--- src/rtl/gv_pkg.sv ---
// Shared types and constants for the song note stream.
package gv_pkg;

  typedef enum logic [1:0] {
    IDLE = 2'd0,
    LEN  = 2'd1,
    DATA = 2'd2
  } loader_state_t;

  localparam int NOTE_W = 32;
  localparam logic [7:0] DEFAULT_START_BYTE = 8'hA5;

endpackage

--- src/rtl/note_fifo.sv ---
// Synchronous note FIFO with combinational head and head+1 lookahead outputs.
module note_fifo
  import gv_pkg::*;
#(
  parameter int DEPTH = 8
) (
  input  logic                       hwclk,
  input  logic                       reset,
  input  logic                       push,
  input  logic [NOTE_W-1:0]          wdata,
  input  logic                       pop,
  output logic [$clog2(DEPTH):0]     count,
  output logic [NOTE_W-1:0]          head,
  output logic [NOTE_W-1:0]          head2
);

  localparam int AW = $clog2(DEPTH);
  localparam int CW = AW + 1;

  logic [NOTE_W-1:0] mem [DEPTH];
  logic [AW-1:0]     wr_ptr;
  logic [AW-1:0]     rd_ptr;
  logic [AW-1:0]     rd_nxt;
  logic              push_ok;
  logic              pop_ok;

  // Both qualifiers look at the registered count: a pop never makes room
  // for a push in the same cycle, and a pop on an empty FIFO is dropped.
  assign push_ok = push && (count < CW'(DEPTH));
  assign pop_ok  = pop && (count != '0);
  assign rd_nxt  = rd_ptr + 1'b1;

  always_ff @(posedge hwclk) begin
    if (reset) begin
      wr_ptr <= '0;
      rd_ptr <= '0;
      count  <= '0;
    end else begin
      if (push_ok) wr_ptr <= wr_ptr + 1'b1;
      if (pop_ok)  rd_ptr <= rd_ptr + 1'b1;
      count <= count + CW'(push_ok) - CW'(pop_ok);
    end
  end

  always_ff @(posedge hwclk) begin
    if (push_ok) mem[wr_ptr] <= wdata;
  end

  assign head  = (count != '0)      ? mem[rd_ptr] : '0;
  assign head2 = (count >= CW'(2))  ? mem[rd_nxt] : '0;

endmodule

--- src/rtl/song_loader.sv ---
// UART byte receiver that frames a song into 32-bit note words and buffers
// them for the display's note1/note2 lookahead pair.
module song_loader
  import gv_pkg::*;
#(
  parameter int         DEPTH      = 8,
  parameter logic [7:0] START_BYTE = DEFAULT_START_BYTE
) (
  input  logic              hwclk,
  input  logic              reset,
  input  logic [7:0]        rxdata,
  input  logic              rxready,
  output logic              rxclk,
  input  logic              advance,
  output logic [NOTE_W-1:0] note1,
  output logic [NOTE_W-1:0] note2,
  output logic              valid1,
  output logic              valid2,
  output logic [7:0]        remaining,
  output logic              loading,
  output logic              frame_err,
  output loader_state_t     dbg_state
);

  localparam int CW = $clog2(DEPTH) + 1;

  // Byte handshake: a byte is taken when rxready is high, rxclk is low (the
  // cycle after an acknowledge is never sampled) and the byte would not
  // complete a word while the FIFO is full. The byte is latched on that edge,
  // rxclk is high the next cycle, and the FSM consumes the latched byte then.
  loader_state_t     state_q, state_d;
  logic [7:0]        byte_q;
  logic [1:0]        idx_q, idx_d;
  logic [7:0]        words_q, words_d;
  logic [23:0]       asm_q, asm_d;
  logic [CW-1:0]     fifo_count;
  logic              fifo_full;
  logic              stall;
  logic              take;
  logic              push;
  logic              err_set;
  logic              err_clr;
  logic              rem_load;

  assign fifo_full = (fifo_count == CW'(DEPTH));
  assign stall     = (state_q == DATA) && (idx_q == 2'd3) && fifo_full;
  assign take      = rxready && !rxclk && !stall;

  always_ff @(posedge hwclk) begin
    if (reset) begin
      state_q <= IDLE;
      byte_q  <= '0;
      idx_q   <= '0;
      words_q <= '0;
      asm_q   <= '0;
      rxclk   <= 1'b0;
    end else begin
      state_q <= state_d;
      idx_q   <= idx_d;
      words_q <= words_d;
      asm_q   <= asm_d;
      rxclk   <= take;
      if (take) byte_q <= rxdata;
    end
  end

  always_comb begin
    state_d  = state_q;
    idx_d    = idx_q;
    words_d  = words_q;
    asm_d    = asm_q;
    push     = 1'b0;
    err_set  = 1'b0;
    err_clr  = 1'b0;
    rem_load = 1'b0;
    if (rxclk) begin
      case (state_q)
        IDLE: begin
          if (byte_q == START_BYTE) begin
            state_d = LEN;
            err_clr = 1'b1;
          end
        end
        LEN: begin
          if (byte_q == 8'd0) begin
            err_set = 1'b1;
            state_d = IDLE;
          end else begin
            words_d  = byte_q;
            rem_load = 1'b1;
            idx_d    = 2'd0;
            state_d  = DATA;
          end
        end
        DATA: begin
          asm_d = {asm_q[15:0], byte_q};
          if (idx_q == 2'd3) begin
            push    = 1'b1;
            idx_d   = 2'd0;
            words_d = words_q - 1'b1;
            if (words_q == 8'd1) state_d = IDLE;
          end else begin
            idx_d = idx_q + 2'd1;
          end
        end
        default: state_d = IDLE;
      endcase
    end
  end

  always_ff @(posedge hwclk) begin
    if (reset) begin
      frame_err <= 1'b0;
      remaining <= '0;
    end else begin
      if (err_set)      frame_err <= 1'b1;
      else if (err_clr) frame_err <= 1'b0;
      if (rem_load)
        remaining <= byte_q;
      else if (advance && valid1 && (remaining != 8'd0))
        remaining <= remaining - 8'd1;
    end
  end

  note_fifo #(.DEPTH(DEPTH)) u_fifo (
    .hwclk (hwclk),
    .reset (reset),
    .push  (push),
    .wdata ({asm_q, byte_q}),
    .pop   (advance),
    .count (fifo_count),
    .head  (note1),
    .head2 (note2)
  );

  assign valid1    = (fifo_count != '0);
  assign valid2    = (fifo_count >= CW'(2));
  assign loading   = (state_q != IDLE);
  assign dbg_state = state_q;

endmodule

--- config.mk ---
export PLATFORM = sky130hd
export DESIGN_NAME = song_loader
export DESIGN_NICKNAME = d
export VERILOG_FILES = /design/src/rtl/gv_pkg.sv /design/src/rtl/note_fifo.sv /design/src/rtl/song_loader.sv
export SDC_FILE = /design/constraint.sdc
export NUM_CORES = 1
export LEC_CHECK = 0
export CAP_MARGIN = 20
export CORE_MARGIN = 2
export CORE_UTILIZATION = 45
export DETAILED_ROUTE_END_ITERATION = 8
export SYNTH_ARGS = -nofsm -noshare
export SYNTH_HDL_FRONTEND = slang
export SYNTH_SLANG_ARGS = --single-unit
export TNS_END_PERCENT = 50
--- constraint.sdc ---
create_clock -name hwclk -period 5.8 [get_ports hwclk]
set_clock_uncertainty 0.05 [all_clocks]
set_input_delay 0.58 -clock hwclk [delete_from_list [all_inputs] [get_ports hwclk]]
set_output_delay 0.58 -clock hwclk [all_outputs]
set_load 0.02 [all_outputs]
==> impl_metrics.xml, run 1 <==
<?xml version="1.0" encoding="UTF-8"?>
<metrics>
  <group name="outcome">
    <metric name="outcome" unit="">complete, no violations</metric>
  </group>
  <group name="final_layout">
    <metric name="area_delta_synth_final" unit="%">17.7</metric>
    <metric name="fillers" unit="">2664</metric>
    <metric name="regArea" unit="mm^2">0.00904</metric>
    <metric name="area_used_by_multi_input_combinational_logic" unit="mm^2">0.00549</metric>
    <metric name="drive_gt1_frac" unit="">0.213</metric>
    <metric name="design.final.nets" unit="">1076</metric>
    <metric name="n_antenna_cell" unit="">0</metric>
    <metric name="final_cell_mix" unit="">256 x sky130_fd_sc_hd__edfxtp_1, 134 x sky130_fd_sc_hd__nand2_1, 128 x sky130_fd_sc_hd__mux4_2, 89 x sky130_fd_sc_hd__clkdlybuf4s50_1, 75 x sky130_fd_sc_hd__a21oi_1</metric>
    <metric name="leading_cell_type_in_the_layout_fill_and_taps_excluded" unit="">sky130_fd_sc_hd__edfxtp_1</metric>
  </group>
  <group name="clocking">
    <metric name="post-cts-setup-buffer-count" unit="">0</metric>
    <metric name="total_clock_buffers_created_by_cts" unit="">31</metric>
    <metric name="cts_tree" unit="">done</metric>
    <metric name="tritoncts_num_sinks" unit="">323</metric>
    <metric name="ctsRootBufferMaster" unit="">sky130_fd_sc_hd__clkbuf_16</metric>
    <metric name="cts_repair_resize_count" unit="">0</metric>
    <metric name="h-tree-depth" unit="">1</metric>
    <metric name="path_clk_slew" unit="ns">0.06</metric>
    <metric name="worstSkewPairLatency" unit="ns">0.55</metric>
    <metric name="cts_hold_buffers" unit="">0</metric>
    <metric name="clock_path_buffers" unit="">3</metric>
  </group>
  <group name="setup_path">
    <metric name="cp_num_buf_inv" unit="">2</metric>
    <metric name="r2r_slack" unit="ns">2.50</metric>
    <metric name="worstSetupPathDepth" unit="">6</metric>
    <metric name="worstPathCellList" unit="">ha_4 &gt; buf_4 &gt; mux4_2 &gt; nand2_1 &gt; a21oi_1 &gt; clkdlybuf4s50_1</metric>
    <metric name="worst_setup_path_endpoint" unit="">note2[24]</metric>
    <metric name="r2r.worst_path.cells" unit="">7</metric>
    <metric name="classification_of_the_worst_setup_path" unit="">register to output port</metric>
    <metric name="worstPathRequired" unit="ns">5.17</metric>
    <metric name="cp_max_fo" unit="">37</metric>
    <metric name="regToRegEndpoint" unit="">u_fifo.mem[6][29]$_DFFE_PP_</metric>
    <metric name="worstReg2RegStart" unit="">idx_q[0]$_SDFFE_PP0P_</metric>
    <metric name="critical_path_startpoint_category" unit="">register</metric>
    <metric name="critPathSlowestCell" unit="">sky130_fd_sc_hd__ha_4</metric>
    <metric name="worstSetupStartpoint" unit="">u_fifo.rd_ptr[1]$_SDFFE_PP0P_</metric>
    <metric name="worst_ep_arrival_time" unit="ns">3.43</metric>
    <metric name="critical_path.max_stage_delay" unit="ns">0.80</metric>
    <metric name="worstSetupEndpointType" unit="">output port</metric>
    <metric name="critical-path-top-delay-family" unit="">buffers and inverters</metric>
  </group>
  <group name="detailed_routing">
    <metric name="ant_nets" unit="">0</metric>
    <metric name="route.vias.total" unit="">8875</metric>
    <metric name="post-route-drc-count" unit="">0</metric>
    <metric name="total_wirelength_of_the_detailed_routed_design" unit="mm">35.7</metric>
    <metric name="post_drt_via_cell_ratio" unit="">5.85</metric>
    <metric name="drt_pass1_iterations" unit="">5</metric>
    <metric name="avgRoutedWirePerCell" unit="um">23.6</metric>
    <metric name="drt_first_iter_violations" unit="">847</metric>
  </group>
  <group name="power">
    <metric name="power_switching_share" unit="">0.329</metric>
    <metric name="static-leakage-power" unit="nW">5.50</metric>
    <metric name="p_clk_frac" unit="">0.262</metric>
    <metric name="power_density" unit="mW/mm^2">475</metric>
    <metric name="comb_power_share" unit="">0.409</metric>
    <metric name="seqPwrFrac" unit="">0.329</metric>
    <metric name="report.power.total" unit="mW">8.24</metric>
    <metric name="p_int" unit="mW">5.53</metric>
    <metric name="switching_power" unit="mW">2.71</metric>
    <metric name="ir_worst_vdd" unit="mV">0.343</metric>
  </group>
  <group name="placement">
    <metric name="detailedPlacementHpwl" unit="mm">21.1</metric>
    <metric name="placer_s_final_routability_congestion_estimate" unit="">0.799</metric>
    <metric name="io_buffer_count" unit="">90</metric>
  </group>
  <group name="logic_synthesis">
    <metric name="seq_area_frac_synth" unit="">0.613</metric>
    <metric name="syn_warnings" unit="">0</metric>
    <metric name="synthesis.nets" unit="">991</metric>
    <metric name="ys.flop_type" unit="">sky130_fd_sc_hd__edfxtp_1</metric>
    <metric name="synth-async-reset-ratio" unit="">0</metric>
    <metric name="synth-seq-cells" unit="">323</metric>
    <metric name="synthesis.instances" unit="">965</metric>
    <metric name="synth.avg_cell_area" unit="um^2">15.3</metric>
    <metric name="ys_types" unit="">57</metric>
    <metric name="synth.cell_area" unit="mm^2">0.0147</metric>
    <metric name="synth_edf_count" unit="">256</metric>
  </group>
  <group name="die">
    <metric name="fp.dieW" unit="um">185</metric>
    <metric name="row_count" unit="">66</metric>
    <metric name="core" unit="mm^2">0.0324</metric>
    <metric name="io_pins" unit="">91</metric>
    <metric name="initial_utilization" unit="">0.455</metric>
    <metric name="die_area" unit="mm^2">0.0342</metric>
    <metric name="die_h" unit="um">185</metric>
  </group>
  <group name="run">
    <metric name="max_capacitance_violation_count" unit="">0</metric>
  </group>
  <group name="sta">
    <metric name="f_max" unit="GHz">0.246</metric>
    <metric name="timing.final.crit_period" unit="ns">4.06</metric>
    <metric name="period_share" unit="">0.701</metric>
    <metric name="setup-tns-final" unit="ns">0</metric>
    <metric name="timing.final.setup_violations" unit="">0</metric>
    <metric name="timing_worst_slew_pin_value" unit="ns">1.05</metric>
    <metric name="final_hold_viol_count" unit="">0</metric>
    <metric name="relSlewSlack" unit="">0.302</metric>
    <metric name="final-max-slew-violation-count" unit="">0</metric>
    <metric name="rsz_0062_raised_after_global_routing" unit="">no</metric>
  </group>
  <group name="grt">
    <metric name="grt_overflow_total" unit="">0</metric>
    <metric name="grt_use_total" unit="">0.213</metric>
    <metric name="grt_first_pass_wirelength" unit="mm">54.8</metric>
    <metric name="first_global_vias" unit="">9274</metric>
    <metric name="pin_count_of_the_biggest_net_entering_global_routing" unit="">70</metric>
    <metric name="antenna_found_initial" unit="">0</metric>
  </group>
  <group name="hold_path">
    <metric name="holdPathStages" unit="">2</metric>
    <metric name="min-delay-path-class" unit="">register to register</metric>
  </group>
</metrics>
logic make-up (layout without fill, tap and decap cells):
logic type,Yosys count,after routing,synth area share
flops,323,323,0.613
xor+xnor,15,15,0.00891
mux,168,168,0.223
compound gates,112,112,0.0462
fa+ha+maj,14,14,0.0124
simple gates,252,252,0.0748
buf+inv,81,190,0.0223
worst min-delay path, cell delays in order, from the launching register on:
cell	delay, ns
sky130_fd_sc_hd__dfxtp_1	0.31
sky130_fd_sc_hd__nand3_1	0.06
sky130_fd_sc_hd__a21oi_1	0.06
power groups by stage:
| stage | Clock, mW | Sequential [mW] | Combinational [mW] |
|---|---|---|---|
| finish | 2.16 | 2.71 | 3.37 |
| global route | 2.28 | 2.74 | 3.62 |
| CTS | 2.19 | 2.72 | 3.43 |
| detailed placement | 0 | 2.77 | 3.42 |
| global placement | 0 | 2.77 | 3.40 |
| floorplan | 0 | 2.65 | 2.29 |
area by class of cell:
| class | instances | area share |
|---|---|---|
| Tap cell | 442 | 0.0319 |
| Clock buffer | 35 | 0.0461 |
| Sequential cell | 323 | 0.521 |
| Clock inverter | 22 | 0.0169 |
| Timing Repair Buffer | 116 | 0.0640 |
| Multi-Input combinational cell | 561 | 0.317 |
| Inverter | 17 | 0.00368 |
metrics by stage:
step	hold slack [ns]	utilization	instances	area, um^2	setup WS, ns
4_1_cts	0.424	0.535	1515	17300	1.62
3_3_place_gp	0.408	0.501	1458	16200	2.27
2_1_floorplan	0.402	-	965	14700	0.993
6_report	0.424	0.536	1516	17400	1.74
5_1_grt	0.482	0.536	1516	17400	1.48
3_5_place_dp	0.415	0.501	1458	16200	2.22
routing by layer:
layer | vias to the layer above | global-route usage | share of wire
met2 | 272 | 0.365 | 0.50
li1 | 3940 | - | -
met5 | - | 0 | 0
met1 | 4614 | 0.293 | 0.43
met4 | 0 | 0.0511 | 0.020
met3 | 49 | 0.0234 | 0.053
flip-flops by register name (all words and copies together), names as in the netlist, named ones only:
signal / cells
rxclk: 1
words_q: 8
u_fifo.mem: 256
remaining: 8
frame_err: 1
byte_q: 8
u_fifo.rd_ptr: 3
dbg_state: 2
u_fifo.count: 4
asm_q: 24
idx_q: 2
u_fifo.wr_ptr: 3
cell usage after synthesis, types with 2 or more instances:
library cell,count,share of area
sky130_fd_sc_hd__edfxtp_1,256,0.52
sky130_fd_sc_hd__nand2_1,134,0.034
sky130_fd_sc_hd__mux4_2,128,0.20
sky130_fd_sc_hd__a21oi_1,75,0.025
sky130_fd_sc_hd__dfxtp_1,67,0.091
sky130_fd_sc_hd__nor2_1,65,0.017
sky130_fd_sc_hd__mux2i_1,40,0.027
sky130_fd_sc_hd__clkbuf_1,36,0.0092
sky130_fd_sc_hd__buf_2,20,0.0068
sky130_fd_sc_hd__inv_1,16,0.0041
sky130_fd_sc_hd__ha_1,13,0.011
sky130_fd_sc_hd__nand3_1,10,0.0034
sky130_fd_sc_hd__nor3_1,9,0.0031
sky130_fd_sc_hd__buf_1,8,0.0020
sky130_fd_sc_hd__xnor2_1,8,0.0048
sky130_fd_sc_hd__xor2_1,7,0.0042
sky130_fd_sc_hd__a22o_1,5,0.0030
sky130_fd_sc_hd__nand2b_1,5,0.0021
sky130_fd_sc_hd__nor4_1,5,0.0021
sky130_fd_sc_hd__nor2b_1,4,0.0017
sky130_fd_sc_hd__a211oi_1,3,0.0015
sky130_fd_sc_hd__nor3b_1,3,0.0015
sky130_fd_sc_hd__o211ai_1,3,0.0015
sky130_fd_sc_hd__o21ai_0,3,0.0010
sky130_fd_sc_hd__o311ai_0,3,0.0018
sky130_fd_sc_hd__a21o_1,2,0.0010
sky130_fd_sc_hd__a311oi_1,2,0.0012
sky130_fd_sc_hd__nand4_1,2,0.00085
sky130_fd_sc_hd__nand4b_1,2,0.0012
sky130_fd_sc_hd__o31ai_1,2,0.0010
sky130_fd_sc_hd__o32ai_1,2,0.0012
sky130_fd_sc_hd__or4_4,2,0.0015
worst min-delay path by stage:
stage | startpoint | end
final | idx_q[1]$_SDFFE_PP0P_ | idx_q[1]$_SDFFE_PP0P_
after global routing | idx_q[1]$_SDFFE_PP0P_ | idx_q[1]$_SDFFE_PP0P_
after CTS | idx_q[1]$_SDFFE_PP0P_ | idx_q[1]$_SDFFE_PP0P_
after detailed placement | idx_q[1]$_SDFFE_PP0P_ | idx_q[1]$_SDFFE_PP0P_
after global placement | idx_q[1]$_SDFFE_PP0P_ | idx_q[1]$_SDFFE_PP0P_
after floorplan | idx_q[1]$_SDFFE_PP0P_ | idx_q[1]$_SDFFE_PP0P_
No activity file was read; power rests on OpenSTA's default activity.
==> inputs of run 2 (changes only) <==
clock period = 4.1 ns   (was 5.8 ns; I/O delays follow)
==> run 2 against run 1 <==
Against the previous run: worst setup slack got worse by 1.3 ns; cell area increased by 0.53%; sequential share of layout area decreased by 0.28 points; clock power increased by 38%; die area unchanged; hold slack improved by 0.0065 ns; critical path type unchanged; critical endpoint is now note2[0]; highest routed layer unchanged.
==> impl_metrics.xml, run 2 (synthesis gave the netlist of run 1 again) <==
<?xml version="1.0" encoding="UTF-8"?>
<metrics>
  <group name="outcome">
    <metric name="outcome" unit="">complete, no violations</metric>
  </group>
  <group name="detailed_routing">
    <metric name="route.vias.total" unit="">8856</metric>
    <metric name="ant_nets" unit="">0</metric>
    <metric name="post-route-drc-count" unit="">0</metric>
    <metric name="drt_pass1_iterations" unit="">7</metric>
    <metric name="avgRoutedWirePerCell" unit="um">23.6</metric>
    <metric name="drt_first_iter_violations" unit="">719</metric>
    <metric name="total_wirelength_of_the_detailed_routed_design" unit="mm">35.9</metric>
    <metric name="post_drt_via_cell_ratio" unit="">5.81</metric>
  </group>
  <group name="power">
    <metric name="report.power.total" unit="mW">11.7</metric>
    <metric name="power_density" unit="mW/mm^2">669</metric>
    <metric name="static-leakage-power" unit="nW">5.55</metric>
    <metric name="ir_worst_vdd" unit="mV">0.625</metric>
  </group>
  <group name="die">
    <metric name="core" unit="mm^2">0.0324</metric>
    <metric name="fp.dieW" unit="um">185</metric>
    <metric name="die_h" unit="um">185</metric>
    <metric name="initial_utilization" unit="">0.455</metric>
    <metric name="io_pins" unit="">91</metric>
    <metric name="row_count" unit="">66</metric>
    <metric name="die_area" unit="mm^2">0.0342</metric>
  </group>
  <group name="clocking">
    <metric name="ctsRootBufferMaster" unit="">sky130_fd_sc_hd__clkbuf_16</metric>
    <metric name="cts_repair_resize_count" unit="">0</metric>
    <metric name="path_clk_slew" unit="ns">0.06</metric>
    <metric name="post-cts-setup-buffer-count" unit="">0</metric>
    <metric name="tritoncts_num_sinks" unit="">323</metric>
    <metric name="worstSkewPairLatency" unit="ns">0.51</metric>
    <metric name="clock_path_buffers" unit="">3</metric>
    <metric name="total_clock_buffers_created_by_cts" unit="">35</metric>
    <metric name="cts_tree" unit="">done</metric>
    <metric name="cts_hold_buffers" unit="">0</metric>
    <metric name="h-tree-depth" unit="">2</metric>
  </group>
  <group name="grt">
    <metric name="antenna_found_initial" unit="">0</metric>
    <metric name="grt_overflow_total" unit="">0</metric>
    <metric name="pin_count_of_the_biggest_net_entering_global_routing" unit="">66</metric>
    <metric name="grt_first_pass_wirelength" unit="mm">55.7</metric>
    <metric name="grt_use_total" unit="">0.218</metric>
    <metric name="first_global_vias" unit="">9193</metric>
  </group>
  <group name="setup_path">
    <metric name="r2r_slack" unit="ns">1.33</metric>
    <metric name="classification_of_the_worst_setup_path" unit="">register to output port</metric>
    <metric name="cp_max_fo" unit="">21</metric>
    <metric name="r2r.worst_path.cells" unit="">7</metric>
    <metric name="worstSetupEndpointType" unit="">output port</metric>
    <metric name="worstReg2RegStart" unit="">idx_q[0]$_SDFFE_PP0P_</metric>
    <metric name="critical_path_startpoint_category" unit="">register</metric>
    <metric name="worstSetupStartpoint" unit="">u_fifo.rd_ptr[1]$_SDFFE_PP0P_</metric>
    <metric name="worstPathRequired" unit="ns">3.64</metric>
    <metric name="regToRegEndpoint" unit="">u_fifo.mem[5][24]$_DFFE_PP_</metric>
    <metric name="worst_ep_arrival_time" unit="ns">3.19</metric>
  </group>
  <group name="hold_path">
    <metric name="worstHoldEndpoint" unit="">idx_q[1]$_SDFFE_PP0P_</metric>
    <metric name="hold_start" unit="">idx_q[1]$_SDFFE_PP0P_</metric>
    <metric name="holdPathStages" unit="">2</metric>
    <metric name="min-delay-path-class" unit="">register to register</metric>
  </group>
  <group name="sta">
    <metric name="timing.final.setup_violations" unit="">0</metric>
    <metric name="period_share" unit="">0.889</metric>
    <metric name="timing.final.crit_period" unit="ns">3.65</metric>
    <metric name="timing_worst_slew_pin_value" unit="ns">1.06</metric>
    <metric name="final_hold_viol_count" unit="">0</metric>
    <metric name="final-max-slew-violation-count" unit="">0</metric>
    <metric name="timing.final.ws_setup" unit="ns">0.454</metric>
    <metric name="hold-worst-slack" unit="ns">0.431</metric>
    <metric name="relSlewSlack" unit="">0.290</metric>
    <metric name="rsz_0062_raised_after_global_routing" unit="">no</metric>
    <metric name="f_max" unit="GHz">0.274</metric>
  </group>
  <group name="final_layout">
    <metric name="top_register" unit="">u_fifo.mem</metric>
    <metric name="area_delta_synth_final" unit="%">18.4</metric>
    <metric name="drive_gt1_frac" unit="">0.216</metric>
    <metric name="final_cell_mix" unit="">256 x sky130_fd_sc_hd__edfxtp_1, 134 x sky130_fd_sc_hd__nand2_1, 128 x sky130_fd_sc_hd__mux4_2, 89 x sky130_fd_sc_hd__clkdlybuf4s50_1, 75 x sky130_fd_sc_hd__a21oi_1</metric>
    <metric name="design.final.nets" unit="">1084</metric>
    <metric name="post-route-util" unit="">0.539</metric>
    <metric name="largestRegisters" unit="">u_fifo.mem (256), asm_q (24)</metric>
    <metric name="n_antenna_cell" unit="">0</metric>
    <metric name="fillers" unit="">2631</metric>
    <metric name="leading_cell_type_in_the_layout_fill_and_taps_excluded" unit="">sky130_fd_sc_hd__edfxtp_1</metric>
    <metric name="largest_register_ffs" unit="">256</metric>
  </group>
  <group name="placement">
    <metric name="placer_s_final_routability_congestion_estimate" unit="">0.818</metric>
    <metric name="io_buffer_count" unit="">90</metric>
    <metric name="detailedPlacementHpwl" unit="mm">21.8</metric>
    <metric name="post-place-ws" unit="ns">0.976</metric>
  </group>
  <group name="run">
    <metric name="max_capacitance_violation_count" unit="">0</metric>
  </group>
</metrics>
## run 2: power breakdown
group | internal, mW | leakage (nW) | switching, mW
clock | 1.77 | 0.540 | 1.22
combinational | 2.45 | 2.10 | 2.47
sequential | 3.58 | 2.91 | 0.185
total | 7.80 | 5.55 | 3.88
## run 2: per-stage QoR
step                      cell area [um^2]  instances  setup TNS [ns]
after global placement               16400       1463               0
after global routing                 17400       1523               0
after floorplan                      14700        965           -1.59
final                                17400       1523               0
after CTS                            17400       1523               0
after detailed placement             16400       1463               0
## run 2: critical path, cell delays in order (launching register included)
cell                              delay, ns
sky130_fd_sc_hd__dfxtp_1               0.33
sky130_fd_sc_hd__ha_4                  0.19
sky130_fd_sc_hd__xnor2_2               0.68
sky130_fd_sc_hd__buf_4                 0.45
sky130_fd_sc_hd__nand2_1               0.08
sky130_fd_sc_hd__a21oi_1               0.26
sky130_fd_sc_hd__clkdlybuf4s50_1       0.67
## run 2: area by class of cell
class	count	area, um^2	share of cell area
flip-flops and latches	323	9040	0.518
inverters	17	63.8	0.00366
clock buffers	47	996	0.0571
multi-input cells	561	5500	0.315
repair buffers	120	1200	0.0686
well taps	442	553	0.0317
clock inverters	13	96.3	0.00552
## run 2: worst max-delay path by stage
stage                                 endpoint
CTS                                   note2[1]
global placement                      note2[1]
global route                          note2[0]
finish                                note2[0]
floorplan           u_fifo.mem[4][0]$_DFFE_PP_
detailed placement                    note2[1]
## run 2: metal layers
metal / GRT usage / wire length (um)
met2: 0.373 / 18100
met1: 0.299 / 15900
met5: 0 / 0
met3: 0.0320 / 1500
met4: 0.0463 / 437
==> inputs of run 3 (changes only) <==
ABC_AREA = 1   (was default)
==> run 3 against run 2 <==
Against the previous run: fmax is 4.1% lower; synthesized area is 6.4% higher; via count is 49% higher; register-to-register slack better by 0.09 ns; utilization is 0.81 points lower; sequential share of layout area is 2.4 points lower; wire length is 26% higher; die area is 6.3% higher; global-route usage is 3.1 points higher; clock power is 3% higher; hold slack worse by 0.0096 ns; cell area is 4.9% higher.
==> impl_metrics.xml, run 3 <==
<?xml version="1.0" encoding="UTF-8"?>
<metrics>
  <group name="logic_synthesis">
    <metric name="synth_commonest_cells" unit="">278 x sky130_fd_sc_hd__nand2_1, 256 x sky130_fd_sc_hd__edfxtp_1, 214 x sky130_fd_sc_hd__nor2_1, 210 x sky130_fd_sc_hd__a21oi_1, 206 x sky130_fd_sc_hd__o21ai_0</metric>
    <metric name="ys_types" unit="">37</metric>
    <metric name="ys.flop_type" unit="">sky130_fd_sc_hd__edfxtp_1</metric>
    <metric name="syn_warnings" unit="">0</metric>
    <metric name="synth-seq-cells" unit="">323</metric>
    <metric name="synth.cell_area" unit="mm^2">0.0157</metric>
    <metric name="synth.largest_area_cell" unit="">sky130_fd_sc_hd__edfxtp_1</metric>
    <metric name="synthesis.instances" unit="">1766</metric>
    <metric name="synthesis.nets" unit="">1792</metric>
    <metric name="synth-async-reset-ratio" unit="">0</metric>
    <metric name="synth.most_common_cell" unit="">sky130_fd_sc_hd__nand2_1</metric>
    <metric name="synth.avg_cell_area" unit="um^2">8.88</metric>
    <metric name="ys_top_cells_by_area" unit="">sky130_fd_sc_hd__edfxtp_1 49%, sky130_fd_sc_hd__dfxtp_1 8.6%, sky130_fd_sc_hd__a21oi_1 6.7%</metric>
    <metric name="synth_edf_count" unit="">256</metric>
    <metric name="synth_top_area_frac" unit="">0.490</metric>
    <metric name="seq_area_frac_synth" unit="">0.576</metric>
  </group>
  <group name="detailed_routing">
    <metric name="route.vias.total" unit="">13200</metric>
    <metric name="drt_first_iter_violations" unit="">1314</metric>
    <metric name="total_wirelength_of_the_detailed_routed_design" unit="mm">45.3</metric>
    <metric name="avgRoutedWirePerCell" unit="um">19.8</metric>
    <metric name="ant_nets" unit="">0</metric>
    <metric name="post-route-drc-count" unit="">0</metric>
    <metric name="post_drt_via_cell_ratio" unit="">5.76</metric>
    <metric name="drt_pass1_iterations" unit="">6</metric>
  </group>
  <group name="final_layout">
    <metric name="fin_cells" unit="">2291</metric>
    <metric name="drive_gt1_frac" unit="">0.0817</metric>
    <metric name="design_area" unit="mm^2">0.0183</metric>
    <metric name="top_register" unit="">u_fifo.mem</metric>
    <metric name="design.final.nets" unit="">1835</metric>
    <metric name="leading_cell_type_in_the_layout_fill_and_taps_excluded" unit="">sky130_fd_sc_hd__nand2_1</metric>
    <metric name="largestRegisters" unit="">u_fifo.mem (256), asm_q (24)</metric>
    <metric name="final_cell_mix" unit="">278 x sky130_fd_sc_hd__nand2_1, 256 x sky130_fd_sc_hd__edfxtp_1, 210 x sky130_fd_sc_hd__a21oi_1, 206 x sky130_fd_sc_hd__nor2_1, 206 x sky130_fd_sc_hd__o21ai_0</metric>
    <metric name="largest_register_ffs" unit="">256</metric>
    <metric name="area_delta_synth_final" unit="%">16.6</metric>
    <metric name="fillers" unit="">3086</metric>
    <metric name="n_antenna_cell" unit="">0</metric>
    <metric name="post-route-util" unit="">0.531</metric>
    <metric name="area_used_by_multi_input_combinational_logic" unit="mm^2">0.00580</metric>
    <metric name="regArea" unit="mm^2">0.00904</metric>
  </group>
  <group name="setup_path">
    <metric name="cp_max_fo" unit="">79</metric>
    <metric name="critical_path_startpoint_category" unit="">register</metric>
    <metric name="worst_ep_arrival_time" unit="ns">3.34</metric>
    <metric name="worstPathRequired" unit="ns">3.64</metric>
    <metric name="classification_of_the_worst_setup_path" unit="">register to output port</metric>
    <metric name="r2r.worst_path.cells" unit="">8</metric>
    <metric name="worstSetupEndpointType" unit="">output port</metric>
  </group>
  <group name="placement">
    <metric name="io_buffer_count" unit="">90</metric>
    <metric name="place_area" unit="mm^2">0.0172</metric>
    <metric name="place.detailed.instances" unit="">2226</metric>
    <metric name="placer_s_final_routability_congestion_estimate" unit="">0.822</metric>
    <metric name="detailedPlacementHpwl" unit="mm">25.8</metric>
    <metric name="post-place-ws" unit="ns">0.879</metric>
  </group>
  <group name="grt">
    <metric name="antenna_found_initial" unit="">0</metric>
    <metric name="grt_use_total" unit="">0.249</metric>
    <metric name="first_global_vias" unit="">12900</metric>
    <metric name="grt_overflow_total" unit="">0</metric>
    <metric name="pin_count_of_the_biggest_net_entering_global_routing" unit="">97</metric>
    <metric name="grt_first_pass_wirelength" unit="mm">70.1</metric>
  </group>
  <group name="die">
    <metric name="core" unit="mm^2">0.0345</metric>
    <metric name="initial_utilization" unit="">0.455</metric>
    <metric name="die_area" unit="mm^2">0.0364</metric>
    <metric name="row_count" unit="">68</metric>
    <metric name="io_pins" unit="">91</metric>
    <metric name="die_h" unit="um">191</metric>
    <metric name="fp.dieW" unit="um">191</metric>
  </group>
  <group name="power">
    <metric name="ir_worst_vdd" unit="mV">0.413</metric>
    <metric name="power_density" unit="mW/mm^2">725</metric>
    <metric name="static-leakage-power" unit="nW">6.76</metric>
    <metric name="report.power.total" unit="mW">13.3</metric>
  </group>
  <group name="sta">
    <metric name="final_hold_viol_count" unit="">0</metric>
    <metric name="hold-worst-slack" unit="ns">0.421</metric>
    <metric name="timing.final.setup_violations" unit="">0</metric>
    <metric name="final-max-slew-violation-count" unit="">0</metric>
    <metric name="timing.final.crit_period" unit="ns">3.80</metric>
    <metric name="timing.final.ws_setup" unit="ns">0.299</metric>
    <metric name="period_share" unit="">0.927</metric>
    <metric name="f_max" unit="GHz">0.263</metric>
    <metric name="setup-tns-final" unit="ns">0</metric>
    <metric name="rsz_0062_raised_after_global_routing" unit="">no</metric>
    <metric name="relSlewSlack" unit="">0.331</metric>
    <metric name="timing_worst_slew_pin_value" unit="ns">1.00</metric>
  </group>
  <group name="run">
    <metric name="max_capacitance_violation_count" unit="">0</metric>
  </group>
  <group name="clocking">
    <metric name="clock_path_buffers" unit="">3</metric>
    <metric name="h-tree-depth" unit="">2</metric>
    <metric name="ctsRootBufferMaster" unit="">sky130_fd_sc_hd__clkbuf_16</metric>
    <metric name="post-cts-setup-buffer-count" unit="">0</metric>
    <metric name="cts_hold_buffers" unit="">0</metric>
    <metric name="total_clock_buffers_created_by_cts" unit="">36</metric>
    <metric name="worstSkewPairLatency" unit="ns">0.52</metric>
    <metric name="cts_repair_resize_count" unit="">0</metric>
    <metric name="tritoncts_num_sinks" unit="">323</metric>
    <metric name="cts_tree" unit="">done</metric>
    <metric name="path_clk_slew" unit="ns">0.06</metric>
  </group>
  <group name="hold_path">
    <metric name="min-delay-path-class" unit="">register to register</metric>
    <metric name="holdPathStages" unit="">2</metric>
  </group>
  <group name="outcome">
    <metric name="outcome" unit="">complete, no violations</metric>
  </group>
</metrics>
-- run 3: area by class of cell --
class | count | share of cell area
Multi-Input combinational cell | 1204 | 0.317
Inverter | 121 | 0.0250
Clock inverter | 13 | 0.00397
Timing Repair Buffer | 123 | 0.0703
Sequential cell | 323 | 0.494
Clock buffer | 52 | 0.0581
Tap cell | 455 | 0.0311
-- run 3: layer usage --
layer  vias up  GRT usage  wire [um]
li1       6164          -          -
met1      6337      0.334      19800
met2       572      0.407      20800
met3       123     0.0385       3410
met4         0     0.0945       1270
met5         -          0          0
-- run 3: critical path: stages (launching register included) --
cell and delay, ns:
sky130_fd_sc_hd__dfxtp_4 0.48, sky130_fd_sc_hd__inv_4 0.64, sky130_fd_sc_hd__buf_4 0.45, sky130_fd_sc_hd__nand2_1 0.08, sky130_fd_sc_hd__nand3_1 0.08, sky130_fd_sc_hd__a21oi_1 0.07
sky130_fd_sc_hd__nor3_1 0.27, sky130_fd_sc_hd__clkdlybuf4s50_1 0.66
-- run 3: kinds of logic after synthesis --
logic type / synth area share
simple gates: 0.198
compound gates: 0.152
flops: 0.576
buf+inv: 0.0610
fa+ha+maj: 0.0116
xor+xnor: 0.00168
-- run 3: power breakdown --
| part | internal [mW] | switching (mW) | leakage [nW] | total, mW |
|---|---|---|---|---|
| sequential | 3.58 | 0.193 | 2.95 | 3.78 |
| clock | 1.80 | 1.29 | 0.556 | 3.09 |
| combinational | 2.40 | 4.00 | 3.25 | 6.40 |
-- run 3: path summary, 6_finish.rpt --
kind	start	end	slack [ns]
min reg2reg	words_q[6]$_SDFFE_PP0P_	words_q[6]$_SDFFE_PP0P_	0.42
max	u_fifo.rd_ptr[0]$_SDFFE_PP0P_	note2[10]	0.30
max reg2reg	dbg_state[1]$_SDFFE_PP0P_	u_fifo.mem[2][17]$_DFFE_PP_	1.42
min	words_q[6]$_SDFFE_PP0P_	words_q[6]$_SDFFE_PP0P_	0.42
